[config.mk]
export PLATFORM = sky130hd
export DESIGN_NAME = hwpf_stride_rsp_demux_flat
export DESIGN_NICKNAME = d
export VERILOG_FILES = /design/src/rtl/hpdcache_pkg.sv /design/src/rtl/hwpf_stride_rsp_demux_if.sv /design/src/rtl/hpdcache_fifo_reg.sv /design/src/rtl/hwpf_stride_rsp_demux.sv /design/src/flat_wrapper.sv
export SDC_FILE = /design/constraint.sdc
export NUM_CORES = 1
export LEC_CHECK = 0
export ABC_AREA = 1
export BUFFER_PORTS_ARGS = -buffer_cell sky130_fd_sc_hd__clkbuf_2
export CAP_MARGIN = 20
export CORE_MARGIN = 2
export CORE_UTILIZATION = 53
export DETAILED_ROUTE_END_ITERATION = 10
export PLACE_DENSITY = 0.85
export SLEW_MARGIN = 40
export SYNTH_ARGS = -nofsm -noshare
export SYNTH_HDL_FRONTEND = slang
export SYNTH_SLANG_ARGS = --single-unit
[constraint.sdc]
create_clock -name clk_i -period 5 [get_ports clk_i]
set_input_delay 0.5 -clock clk_i [delete_from_list [all_inputs] [get_ports clk_i]]
set_output_delay 0.5 -clock clk_i [all_outputs]
set_load 0.01 [all_outputs]
[src/rtl/hpdcache_pkg.sv]
// rtl/hpdcache_pkg.sv - shared HPDcache request/response types and tid width
package hpdcache_pkg;

  localparam int HPDCACHE_TID_W = 3;

  typedef logic [HPDCACHE_TID_W-1:0] hpdcache_tid_t;

  typedef struct packed {
    logic [15:0]   addr;
    logic [1:0]    op;
    logic          need_rsp;
    hpdcache_tid_t tid;
  } hpdcache_req_t;

  typedef struct packed {
    hpdcache_tid_t tid;
    logic [15:0]   data;
    logic          error;
  } hpdcache_rsp_t;

endpackage

[src/rtl/hwpf_stride_rsp_demux_if.sv]
// rtl/hwpf_stride_rsp_demux_if.sv - request/response bundle between arbiter, cache and prefetchers
interface hwpf_stride_rsp_demux_if #(
  parameter int NUM_HW_PREFETCH = 4
);
  import hpdcache_pkg::*;

  localparam int ID_W = (NUM_HW_PREFETCH > 1) ? $clog2(NUM_HW_PREFETCH) : 1;

  logic                                    arb_req_valid_i;
  logic                                    arb_req_ready_o;
  logic [ID_W-1:0]                         arb_req_id_i;
  hpdcache_req_t                           arb_req_i;
  logic                                    cache_req_valid_o;
  logic                                    cache_req_ready_i;
  hpdcache_req_t                           cache_req_o;
  logic                                    cache_rsp_valid_i;
  hpdcache_rsp_t                           cache_rsp_i;
  logic [NUM_HW_PREFETCH-1:0]              hwpf_rsp_valid_o;
  logic [NUM_HW_PREFETCH-1:0]              hwpf_rsp_ready_i;
  hpdcache_rsp_t [NUM_HW_PREFETCH-1:0]     hwpf_rsp_o;

  // demux side
  modport master (
    input  arb_req_valid_i, arb_req_id_i, arb_req_i, cache_req_ready_i,
    input  cache_rsp_valid_i, cache_rsp_i, hwpf_rsp_ready_i,
    output arb_req_ready_o, cache_req_valid_o, cache_req_o,
    output hwpf_rsp_valid_o, hwpf_rsp_o
  );

  // arbiter / cache / prefetcher side
  modport slave (
    output arb_req_valid_i, arb_req_id_i, arb_req_i, cache_req_ready_i,
    output cache_rsp_valid_i, cache_rsp_i, hwpf_rsp_ready_i,
    input  arb_req_ready_o, cache_req_valid_o, cache_req_o,
    input  hwpf_rsp_valid_o, hwpf_rsp_o
  );

endinterface

[src/rtl/hpdcache_fifo_reg.sv]
// rtl/hpdcache_fifo_reg.sv - register FIFO with occupancy counter for full/empty
module hpdcache_fifo_reg #(
  parameter int DEPTH = 4,
  parameter int WIDTH = 8
) (
  input  logic             clk_i,
  input  logic             rst_ni,
  input  logic             push_i,
  input  logic [WIDTH-1:0] wdata_i,
  input  logic             pop_i,
  output logic [WIDTH-1:0] rdata_o,
  output logic             full_o,
  output logic             empty_o
);

  localparam int PTR_W = $clog2(DEPTH);
  localparam int CNT_W = PTR_W + 1;

  logic [WIDTH-1:0] mem_q [DEPTH];
  logic [PTR_W-1:0] wptr_q, rptr_q;
  logic [CNT_W-1:0] cnt_q;
  logic             do_push, do_pop;

  assign full_o  = (cnt_q == CNT_W'(DEPTH));
  assign empty_o = (cnt_q == '0);
  assign rdata_o = mem_q[rptr_q];

  // a full FIFO still accepts a push when the head leaves in the same cycle
  assign do_pop  = pop_i & ~empty_o;
  assign do_push = push_i & (~full_o | do_pop);

  // pointers wrap naturally because DEPTH is a power of two
  always_ff @(posedge clk_i or negedge rst_ni) begin
    if (!rst_ni) begin
      wptr_q <= '0;
      rptr_q <= '0;
      cnt_q  <= '0;
    end else begin
      if (do_push) wptr_q <= wptr_q + PTR_W'(1);
      if (do_pop)  rptr_q <= rptr_q + PTR_W'(1);
      case ({do_push, do_pop})
        2'b10:   cnt_q <= cnt_q + CNT_W'(1);
        2'b01:   cnt_q <= cnt_q - CNT_W'(1);
        default: cnt_q <= cnt_q;
      endcase
    end
  end

  // storage needs no reset; occupancy decides what is valid
  always_ff @(posedge clk_i) begin
    if (do_push) mem_q[wptr_q] <= wdata_i;
  end

endmodule

[src/rtl/hwpf_stride_rsp_demux.sv]
// rtl/hwpf_stride_rsp_demux.sv - prefetch tid stamping, response credits and per-prefetcher demux (option: HWPF_STRIDE_RSP_DEMUX_ERR_CHK_EN)
module hwpf_stride_rsp_demux
  import hpdcache_pkg::*;
#(
  parameter int NUM_HW_PREFETCH = 4,
  parameter int RSP_FIFO_DEPTH  = 4
) (
  input  logic                            clk_i,
  input  logic                            rst_ni,
  hwpf_stride_rsp_demux_if.master         bus,
  output logic                            err_o
);

  localparam int ID_W  = (NUM_HW_PREFETCH > 1) ? $clog2(NUM_HW_PREFETCH) : 1;
  localparam int CNT_W = $clog2(RSP_FIFO_DEPTH) + 1;

  logic [CNT_W-1:0] inflight_q;
  logic             credit_ok, inc, push, pop;
  logic             fifo_full, fifo_empty;
  hpdcache_rsp_t    head;
  logic             head_tid_ok, head_ready;
  logic [ID_W-1:0]  req_id;

  assign req_id = bus.arb_req_id_i;

  // a request that expects no response never consumes a FIFO slot
  assign credit_ok             = (inflight_q < CNT_W'(RSP_FIFO_DEPTH)) | ~bus.arb_req_i.need_rsp;
  assign bus.cache_req_valid_o = bus.arb_req_valid_i & credit_ok;
  assign bus.arb_req_ready_o   = bus.cache_req_ready_i & credit_ok;

  // stamp the issuing prefetcher index into the tid
  always_comb begin
    bus.cache_req_o     = bus.arb_req_i;
    bus.cache_req_o.tid = HPDCACHE_TID_W'(req_id);
  end

  assign inc  = bus.arb_req_valid_i & bus.cache_req_ready_i & credit_ok & bus.arb_req_i.need_rsp;
  assign push = bus.cache_rsp_valid_i & (inflight_q != '0);

  // responses outstanding at the cache plus entries waiting in the FIFO
  always_ff @(posedge clk_i or negedge rst_ni) begin
    if (!rst_ni) begin
      inflight_q <= '0;
    end else if (inc && !pop) begin
      inflight_q <= inflight_q + CNT_W'(1);
    end else if (!inc && pop && inflight_q != '0) begin
      inflight_q <= inflight_q - CNT_W'(1);
    end
  end

  hpdcache_fifo_reg #(
    .DEPTH (RSP_FIFO_DEPTH),
    .WIDTH ($bits(hpdcache_rsp_t))
  ) u_rsp_fifo (
    .clk_i   (clk_i),
    .rst_ni  (rst_ni),
    .push_i  (push),
    .wdata_i (bus.cache_rsp_i),
    .pop_i   (pop),
    .rdata_o (head),
    .full_o  (fifo_full),
    .empty_o (fifo_empty)
  );

  // steer the head to its prefetcher; an unknown tid is silently consumed
  always_comb begin
    bus.hwpf_rsp_valid_o = '0;
    head_tid_ok          = 1'b0;
    head_ready           = 1'b0;
    for (int i = 0; i < NUM_HW_PREFETCH; i++) begin
      bus.hwpf_rsp_o[i] = head;
      if (head.tid == HPDCACHE_TID_W'(i)) begin
        head_tid_ok             = 1'b1;
        bus.hwpf_rsp_valid_o[i] = ~fifo_empty;
        head_ready              = bus.hwpf_rsp_ready_i[i];
      end
    end
    pop = ~fifo_empty & (~head_tid_ok | head_ready);
  end

`ifdef HWPF_STRIDE_RSP_DEMUX_ERR_CHK_EN
  logic drop_ev, overflow_ev, bad_tid_ev, err_q;

  assign drop_ev     = bus.cache_rsp_valid_i & (inflight_q == '0);
  assign overflow_ev = push & fifo_full & ~pop;
  assign bad_tid_ev  = ~fifo_empty & ~head_tid_ok;

  // sticky until reset
  always_ff @(posedge clk_i or negedge rst_ni) begin
    if (!rst_ni) begin
      err_q <= 1'b0;
    end else if (drop_ev || overflow_ev || bad_tid_ev) begin
      err_q <= 1'b1;
    end
  end

  assign err_o = err_q;

  a_no_drop: assert property (@(posedge clk_i) disable iff (!rst_ni) !drop_ev)
    else $error("response dropped with no request in flight");
  a_no_overflow: assert property (@(posedge clk_i) disable iff (!rst_ni) !overflow_ev)
    else $error("response pushed into a full FIFO");
  a_tid_ok: assert property (@(posedge clk_i) disable iff (!rst_ni) !bad_tid_ev)
    else $error("response tid outside prefetcher range");
`else
  logic fifo_full_unused;
  assign fifo_full_unused = fifo_full;
  assign err_o = 1'b0;
`endif

endmodule

[src/flat_wrapper.sv]
// flat-port wrapper written by rule: the top's interface ports become plain ports
module hwpf_stride_rsp_demux_flat import hpdcache_pkg::*;
#(
  parameter int NUM_HW_PREFETCH = 4,
  parameter int RSP_FIFO_DEPTH  = 4
)
  (clk_i, rst_ni, err_o, bus_arb_req_valid_i, bus_arb_req_id_i, bus_arb_req_i, bus_cache_req_ready_i, bus_cache_rsp_valid_i, bus_cache_rsp_i, bus_hwpf_rsp_ready_i, bus_arb_req_ready_o, bus_cache_req_valid_o, bus_cache_req_o, bus_hwpf_rsp_valid_o, bus_hwpf_rsp_o);
  hwpf_stride_rsp_demux_if #(.NUM_HW_PREFETCH(NUM_HW_PREFETCH)) bus_i ();
  input  logic clk_i;
  input  logic rst_ni;
  output logic err_o;
  input wire logic [$bits(bus_i.arb_req_valid_i)-1:0] bus_arb_req_valid_i;
  input wire logic [$bits(bus_i.arb_req_id_i)-1:0] bus_arb_req_id_i;
  input wire logic [$bits(bus_i.arb_req_i)-1:0] bus_arb_req_i;
  input wire logic [$bits(bus_i.cache_req_ready_i)-1:0] bus_cache_req_ready_i;
  input wire logic [$bits(bus_i.cache_rsp_valid_i)-1:0] bus_cache_rsp_valid_i;
  input wire logic [$bits(bus_i.cache_rsp_i)-1:0] bus_cache_rsp_i;
  input wire logic [$bits(bus_i.hwpf_rsp_ready_i)-1:0] bus_hwpf_rsp_ready_i;
  output wire logic [$bits(bus_i.arb_req_ready_o)-1:0] bus_arb_req_ready_o;
  output wire logic [$bits(bus_i.cache_req_valid_o)-1:0] bus_cache_req_valid_o;
  output wire logic [$bits(bus_i.cache_req_o)-1:0] bus_cache_req_o;
  output wire logic [$bits(bus_i.hwpf_rsp_valid_o)-1:0] bus_hwpf_rsp_valid_o;
  output wire logic [$bits(bus_i.hwpf_rsp_o)-1:0] bus_hwpf_rsp_o;
  assign bus_i.arb_req_valid_i = bus_arb_req_valid_i;
  assign bus_i.arb_req_id_i = bus_arb_req_id_i;
  assign bus_i.arb_req_i = bus_arb_req_i;
  assign bus_i.cache_req_ready_i = bus_cache_req_ready_i;
  assign bus_i.cache_rsp_valid_i = bus_cache_rsp_valid_i;
  assign bus_i.cache_rsp_i = bus_cache_rsp_i;
  assign bus_i.hwpf_rsp_ready_i = bus_hwpf_rsp_ready_i;
  assign bus_arb_req_ready_o = bus_i.arb_req_ready_o;
  assign bus_cache_req_valid_o = bus_i.cache_req_valid_o;
  assign bus_cache_req_o = bus_i.cache_req_o;
  assign bus_hwpf_rsp_valid_o = bus_i.hwpf_rsp_valid_o;
  assign bus_hwpf_rsp_o = bus_i.hwpf_rsp_o;
  hwpf_stride_rsp_demux #(.NUM_HW_PREFETCH(NUM_HW_PREFETCH), .RSP_FIFO_DEPTH(RSP_FIFO_DEPTH)) u_core (.clk_i(clk_i), .rst_ni(rst_ni), .bus(bus_i), .err_o(err_o));
endmodule
== After elaboration in Yosys (flattened, before gate mapping) ==
Memory sizes are Yosys's and may differ from the RTL's.
Cells that the tools add are included.
W data, S select, Z words.
Word-level totals
  memory bits (writable): 80
  memories kept: 1
  flip-flop bits (word level): 10
Memories
  u_core.u_rsp_fifo.mem_q: depth 4, bits a word 20, read ports 1, clocked after Yosys merged registers in 0, wr ports 1, RTL line hpdcache_fifo_reg.sv:19  | logic [WIDTH-1:0] mem_q [DEPTH];
Operators by class
  magnitude comparators: 1
  reductions and logical operators: 10
  bitwise operators: 16
  add/sub/neg operators: 6
  mux-type cells: 17
  equality and inequality tests: 6
Operators by type and width (count)
  $mux W1: 14
  $and A1 B1 Y1: 9
  $add A3 B1 Y3 const B: 2
  $eq A3 B2 Y1 const B: 2
  $logic_not A3 Y1: 2
  $mux W3: 2
  $pmux W3 S2: 1
  $sub A3 B1 Y3 const B: 2
  $add A2 B1 Y2 const B: 2
  $not A1 Y1: 4
  $reduce_bool A2 Y1: 2
  $eq A3 B1 Y1 const B: 1
  $eq A3 B3 Y1 const B: 1
  $logic_and A1 B1 Y1: 3
  $lt A3 B3 Y1 const B: 1
  $or A1 B1 Y1: 3
  $reduce_bool A3 Y1: 1
  $eq A2 B1 Y1 const B: 1
  $eq A2 B2 Y1 const B: 1
  $logic_not A1 Y1: 2

== Longest topological paths before layout ==
An unclocked memory read counts as a cell.
  depth after elaboration: 14
  gate-level depth with buffers: 17
  depth with buffers taken out: 17

== Cells and area by module ==
From an unflattened synthesis, not the netlist that was laid out.
Second synthesis, totals
  cell total of the unflattened synthesis: 413
  area total of the unflattened synthesis: 4495.6 um2
By module, submodules not included
  hpdcache_fifo_reg: cells an instance 277, area an instance 3518.4 um2, times used 1, seq. area each 2577.5 um2
  hwpf_stride_rsp_demux: cells an instance 136, area an instance 977.2 um2, times used 1, seq. area each 75.1 um2

== Least setup slack after synthesis ==
No wires, ideal clock.
  path kind: flip-flop to flip-flop
  start: register u_core.u_rsp_fifo.rptr_q[1]
  end: memory u_core.u_rsp_fifo.mem_q[0][0] in the netlist's numbering, enable pin
  stages on the path, launching flop included: 12
  data arrival time: 2.317 ns
  path slack: 2.287 ns
  buffers on the path: 1
  clock period less this slack: 2.713 ns
  cell sequence: dfrtp_1 inv_2 buf_2 nand3_1 nand2_1 inv_1 nand4_1 nand3_2 nand2_4 nand3_2 nand2_4 nor2_1
On the way
  word-level cells in the longest chain between the ends: 14
  elaborated cells on any way between the ends: 21
  classes of those cells: eq/ne: 3; mux: 10; bitwise: 6; reduce/logical: 1; memory: 1
RTL lines
  start, declared: RTL line hpdcache_fifo_reg.sv:20  | logic [PTR_W-1:0] wptr_q, rptr_q;
  start signal, assigned: RTL line hpdcache_fifo_reg.sv:40  | if (do_pop) rptr_q <= rptr_q + PTR_W'(1);
  $mem_v2 Z4 W20 *
  via bus_hwpf_rsp_o[18]: RTL line flat_wrapper.sv:23  | output wire logic [$bits(bus_i.hwpf_rsp_o)-1:0] bus_hwpf_rsp_o;
  $logic_not A3 Y1: RTL line hwpf_stride_rsp_demux.sv:72  | if (head.tid == HPDCACHE_TID_W'(i)) begin
  $mux W1 (4 in a row): RTL line hwpf_stride_rsp_demux.sv:72
  $not A1 Y1: RTL line hwpf_stride_rsp_demux.sv:78  | pop = ~fifo_empty & (~head_tid_ok | head_ready);
  $or A1 B1 Y1 *: RTL line hwpf_stride_rsp_demux.sv:78
  $and A1 B1 Y1 *: RTL line hwpf_stride_rsp_demux.sv:78
  $and A1 B1 Y1 *: RTL line hpdcache_fifo_reg.sv:29  | assign do_pop = pop_i & ~empty_o;
  $or A1 B1 Y1 *: RTL line hpdcache_fifo_reg.sv:30  | assign do_push = push_i & (~full_o | do_pop);
  $and A1 B1 Y1 *: RTL line hpdcache_fifo_reg.sv:30
  $mux W1 *: RTL line hpdcache_fifo_reg.sv:51  | if (do_push) mem_q[wptr_q] <= wdata_i;
  $mux W1 (not written as such) *: RTL line hpdcache_fifo_reg.sv:51
  end, declared: RTL line hpdcache_fifo_reg.sv:19
Mark *: on every way through the listed nets, which the timed path passes. The rest lies on a longest branch.

== Final worst setup path ==
  start: register u_core.u_rsp_fifo.rptr_q[1]
  end: memory u_core.u_rsp_fifo.mem_q[0][17] in the netlist's numbering, enable pin
On the way
  word-level cells in the longest chain between the ends: 14
  elaborated cells on any way between the ends: 21
  classes of those cells: eq/ne: 3; mux: 10; bitwise: 6; reduce/logical: 1; memory: 1
RTL lines (RTL line)
  $mem_v2 Z4 W20 *
  $logic_not A3 Y1: hwpf_stride_rsp_demux.sv:72
  $mux W1 (4 in a row): hwpf_stride_rsp_demux.sv:72
  $not A1 Y1: hwpf_stride_rsp_demux.sv:78
  $or A1 B1 Y1 *: hwpf_stride_rsp_demux.sv:78
  $and A1 B1 Y1 *: hwpf_stride_rsp_demux.sv:78
  $and A1 B1 Y1 *: hpdcache_fifo_reg.sv:29
  $or A1 B1 Y1 *: hpdcache_fifo_reg.sv:30
  $and A1 B1 Y1 *: hpdcache_fifo_reg.sv:30
  $mux W1 *: hpdcache_fifo_reg.sv:51
  $mux W1 (not written as such) *: hpdcache_fifo_reg.sv:51
Mark *: on every way between the ends. The rest lies on a longest branch, timed or not.

==> results by group <==
Worst setup path
  • Slowest-stage cell, CP: dfrtp_1
  • Critical R2R Launch: u_core.u_rsp_fifo.rptr_q[1]$_DFFE_PN0N_
  • Delay-heaviest family, CP: simple AND/OR/NAND/NOR gates
  • Max FO, Critical Path: 22
  • Worst endpoint required time: 4.99 ns
  • Crit-path max cell delay: 0.87 ns
  • Critical-path cell list: inv_2, nand3_1, nand2_1, inv_1, nand4_1, nand3_2, nand2_4, nand3_2, nand2_4, nor2_4
  • Arrival time worst endpoint: 3.28 ns
  • Crit path launch type: flop
  • R2r worst-path depth: 10
  • Flop2flop setup slack: 1.71 ns
  • CP endpoint kind: flop
  • RR Endpoint: u_core.u_rsp_fifo.mem_q[0][17]$_DFFE_PP_
  • Worst path bufs/invs: 2
  • Setup CP Type: flop to flop

Clock network
  • Clk root buf: clkbuf_8
  • Clock buffer count from CTS: 9
  • Reg clk slew, reported paths: 0.09 ns
  • CTS Buffer Depth: 2
  • Cts repair resizes: 0
  • CTS H-Tree Depth: 3
  • Post-CTS setup buffers: 0
  • CTS Sinks: 90
  • Hold_buf cts: 1
  • CTS tree: built
  • Clk Latency, worst-skew pair: 0.37 ns

Outcome
  • Outcome: finished, final reports clean

Die
  • Width of the die: 95.16 um
  • Core Rows: 33
  • Core area: 0.008134 mm2
  • Die height: 95.16 um
  • Initial Utilization: 0.5415
  • Die area: 0.009055 mm2
  • IO Pins: 162

Global route
  • Tot GR Track Use: 0.1940
  • Grt ovf: 0
  • Largest net degree at the start of global routing: 42
  • Vias in the first global route: 2659
  • Initial antenna violation count: 0
  • First-pass GRT wire length: 12.86 mm

Worst hold path
  • Worst min path class: input port to flop
  • Hold Path End: u_core.u_rsp_fifo.mem_q[2][11]$_DFFE_PP_
  • Hold Crit Start: bus_cache_rsp_i[11]
  • Hold Crit Depth: 1

Finish
  • Fraction of layout cells with a size suffix above 1: 0.3718
  • Area Growth Syn to Fin: 6.108%
  • Antenna Cells: 0
  • Number of nets in the layout: 479
  • Most common cell after layout, fill and taps aside: clkbuf_2
  • FF/Latch Area: 0.002653 mm2
  • Area of the multi-input gates: 0.001017 mm2
  • Post-Route Utilization: 0.5745
  • Commonest non-fill, non-tap cells in the layout: 116 x clkbuf_2, 80 x edfxtp_1, 42 x nor2_1
  • Final-layout fill cell count: 633

Pwr
  • Pwr per Cell Area: 732.3 mW/mm2
  • Leakage: 1.950 nW
  • Power, Total: 3.422 mW
  • Maximum VDD drop: 0.3122 mV

Logic synthesis
  • Sequential share of the synthesized area: 0.6023
  • Distinct cells, synth: 30
  • Synth Instances: 385
  • Post-Syn Area: 0.004404 mm2
  • FF+latch count, synth: 90
  • YS warnings: 0
  • Mapped Avg Cell Area: 11.44 um2

Routing
  • ANT nets after route: 0
  • Total Wirelength: 8.350 mm
  • Vias: 2752
  • Starting DRT DRC Count: 231
  • Drt first pass iters: 4
  • Per-cell routed wire length: 15.75 um
  • Via/cell ratio: 5.192
  • DRC Markers: 0

STA
  • RSZ-0062 raised after global routing: no
  • Achievable Freq: 0.3043 GHz
  • Slew Limit Fails: 0
  • Rel. slew slack: 0.4630
  • Post-layout min period: 3.287 ns
  • Smallest setup slack after layout: 1.713 ns
  • TNS Setup: 0 ns
  • Worst-margin pin slew: 0.8055 ns
  • Period utilization: 0.6573
  • Clock Skew: 0.01645 ns
  • Final Hold Fails: 0
  • # setup viols final: 0

Placed design
  • GPL Wtd Cong: 0.7405
  • HPWL after DPL: 5.480 mm
  • Port Buf Inserts: 116
  • Place WS: 1.717 ns

Job
  • Max cap viols: 0
-- cell usage after synthesis --
master,n,share of area
xor2_2,2,0.0074
buf_2,2,0.0023
nand2_2,4,0.0057
buf_6,2,0.0051
o22ai_1,17,0.024
a21oi_2,1,0.0020
o21ai_2,2,0.0040
xor2_1,2,0.0040
nor2_1,46,0.039
inv_1,18,0.015
nand4_1,3,0.0043
a21oi_1,1,0.0011
fa_1,2,0.0091
edfxtp_1,80,0.55
nand2_1,31,0.026
a21boi_0,2,0.0034
nand3_1,11,0.012
conb_1,1,0.00085
nand3b_1,1,0.0017
o21ai_1,1,0.0011
o21ai_0,34,0.039
dfrtp_1,10,0.057
inv_2,4,0.0034
buf_4,83,0.14
nor3_1,3,0.0034
nand3_2,5,0.011
nand2_4,4,0.010
ha_1,4,0.011
clkbuf_1,8,0.0068
nor2_2,1,0.0014
-- flip-flops by register name, indices dropped and copies added, names as in the netlist --
name and flops:
u_core.inflight_q 3, u_core.u_rsp_fifo.rptr_q 2, u_core.u_rsp_fifo.cnt_q 3, u_core.u_rsp_fifo.mem_q 80, u_core.u_rsp_fifo.wptr_q 2
-- through the flow --
step                      area (um2)  hold WS, ns  instances
after floorplan                 4408       0.2044        386
after global placement          4452       0.3835        513
after detailed placement        4472       0.3803        513
after CTS                       4673       0.3370        530
after global routing            4673       0.3380        530
final                           4673       0.3464        530
-- kinds of logic after synthesis --
family	count (synthesis)	synth area share
buffers and inverters	117	0.1744
adder cells (fa/ha/maj)	6	0.02046
AO/OA/AOI/OAI	58	0.07443
other	1	0.0008515
flip-flops	90	0.6023
XOR/XNOR	4	0.01136
AND/OR/NAND/NOR	109	0.1162
-- worst max path at each step --
stage	cells after the start	startpoint	end	slack, ns
floorplan	11	u_core.u_rsp_fifo.rptr_q[1]$_DFFE_PN0N_	u_core.u_rsp_fifo.mem_q[0][0]$_DFFE_PP_	2.29
global placement	10	u_core.u_rsp_fifo.rptr_q[1]$_DFFE_PN0N_	u_core.u_rsp_fifo.mem_q[3][13]$_DFFE_PP_	1.45
detailed placement	10	u_core.u_rsp_fifo.rptr_q[1]$_DFFE_PN0N_	u_core.u_rsp_fifo.mem_q[0][2]$_DFFE_PP_	1.72
CTS	10	u_core.u_rsp_fifo.rptr_q[1]$_DFFE_PN0N_	u_core.u_rsp_fifo.mem_q[0][19]$_DFFE_PP_	1.72
global route	10	u_core.u_rsp_fifo.rptr_q[1]$_DFFE_PN0N_	u_core.u_rsp_fifo.mem_q[3][1]$_DFFE_PP_	1.48
finish	10	u_core.u_rsp_fifo.rptr_q[1]$_DFFE_PN0N_	u_core.u_rsp_fifo.mem_q[0][17]$_DFFE_PP_	1.71
-- routing by layer --
layer	wire, um	GRT usage	vias to the layer above
met2	4152	0.3210	118
li1	-	-	1298
met3	686	0.05692	43
met1	3091	0.2156	1293
met5	0	0	-
met4	419	0.1329	0
-- cell type report --
class / count / share of cell area
Sequential cell: 90 / 0.5676
Timing Repair Buffer: 118 / 0.1280
Tap cell: 105 / 0.02811
Clock inverter: 7 / 0.01446
Multi-Input combinational cell: 179 / 0.2177
Clock buffer: 9 / 0.02651
Inverter: 22 / 0.01767
-- power breakdown --
group          switching, mW  total (mW)  leakage (nW)  internal (mW)
registers              0.100        1.12         0.849           1.02
clock network          0.250       0.480        0.0947          0.229
logic                   1.20        1.83          1.01          0.626
No activity file was read; power rests on OpenSTA's default activity.
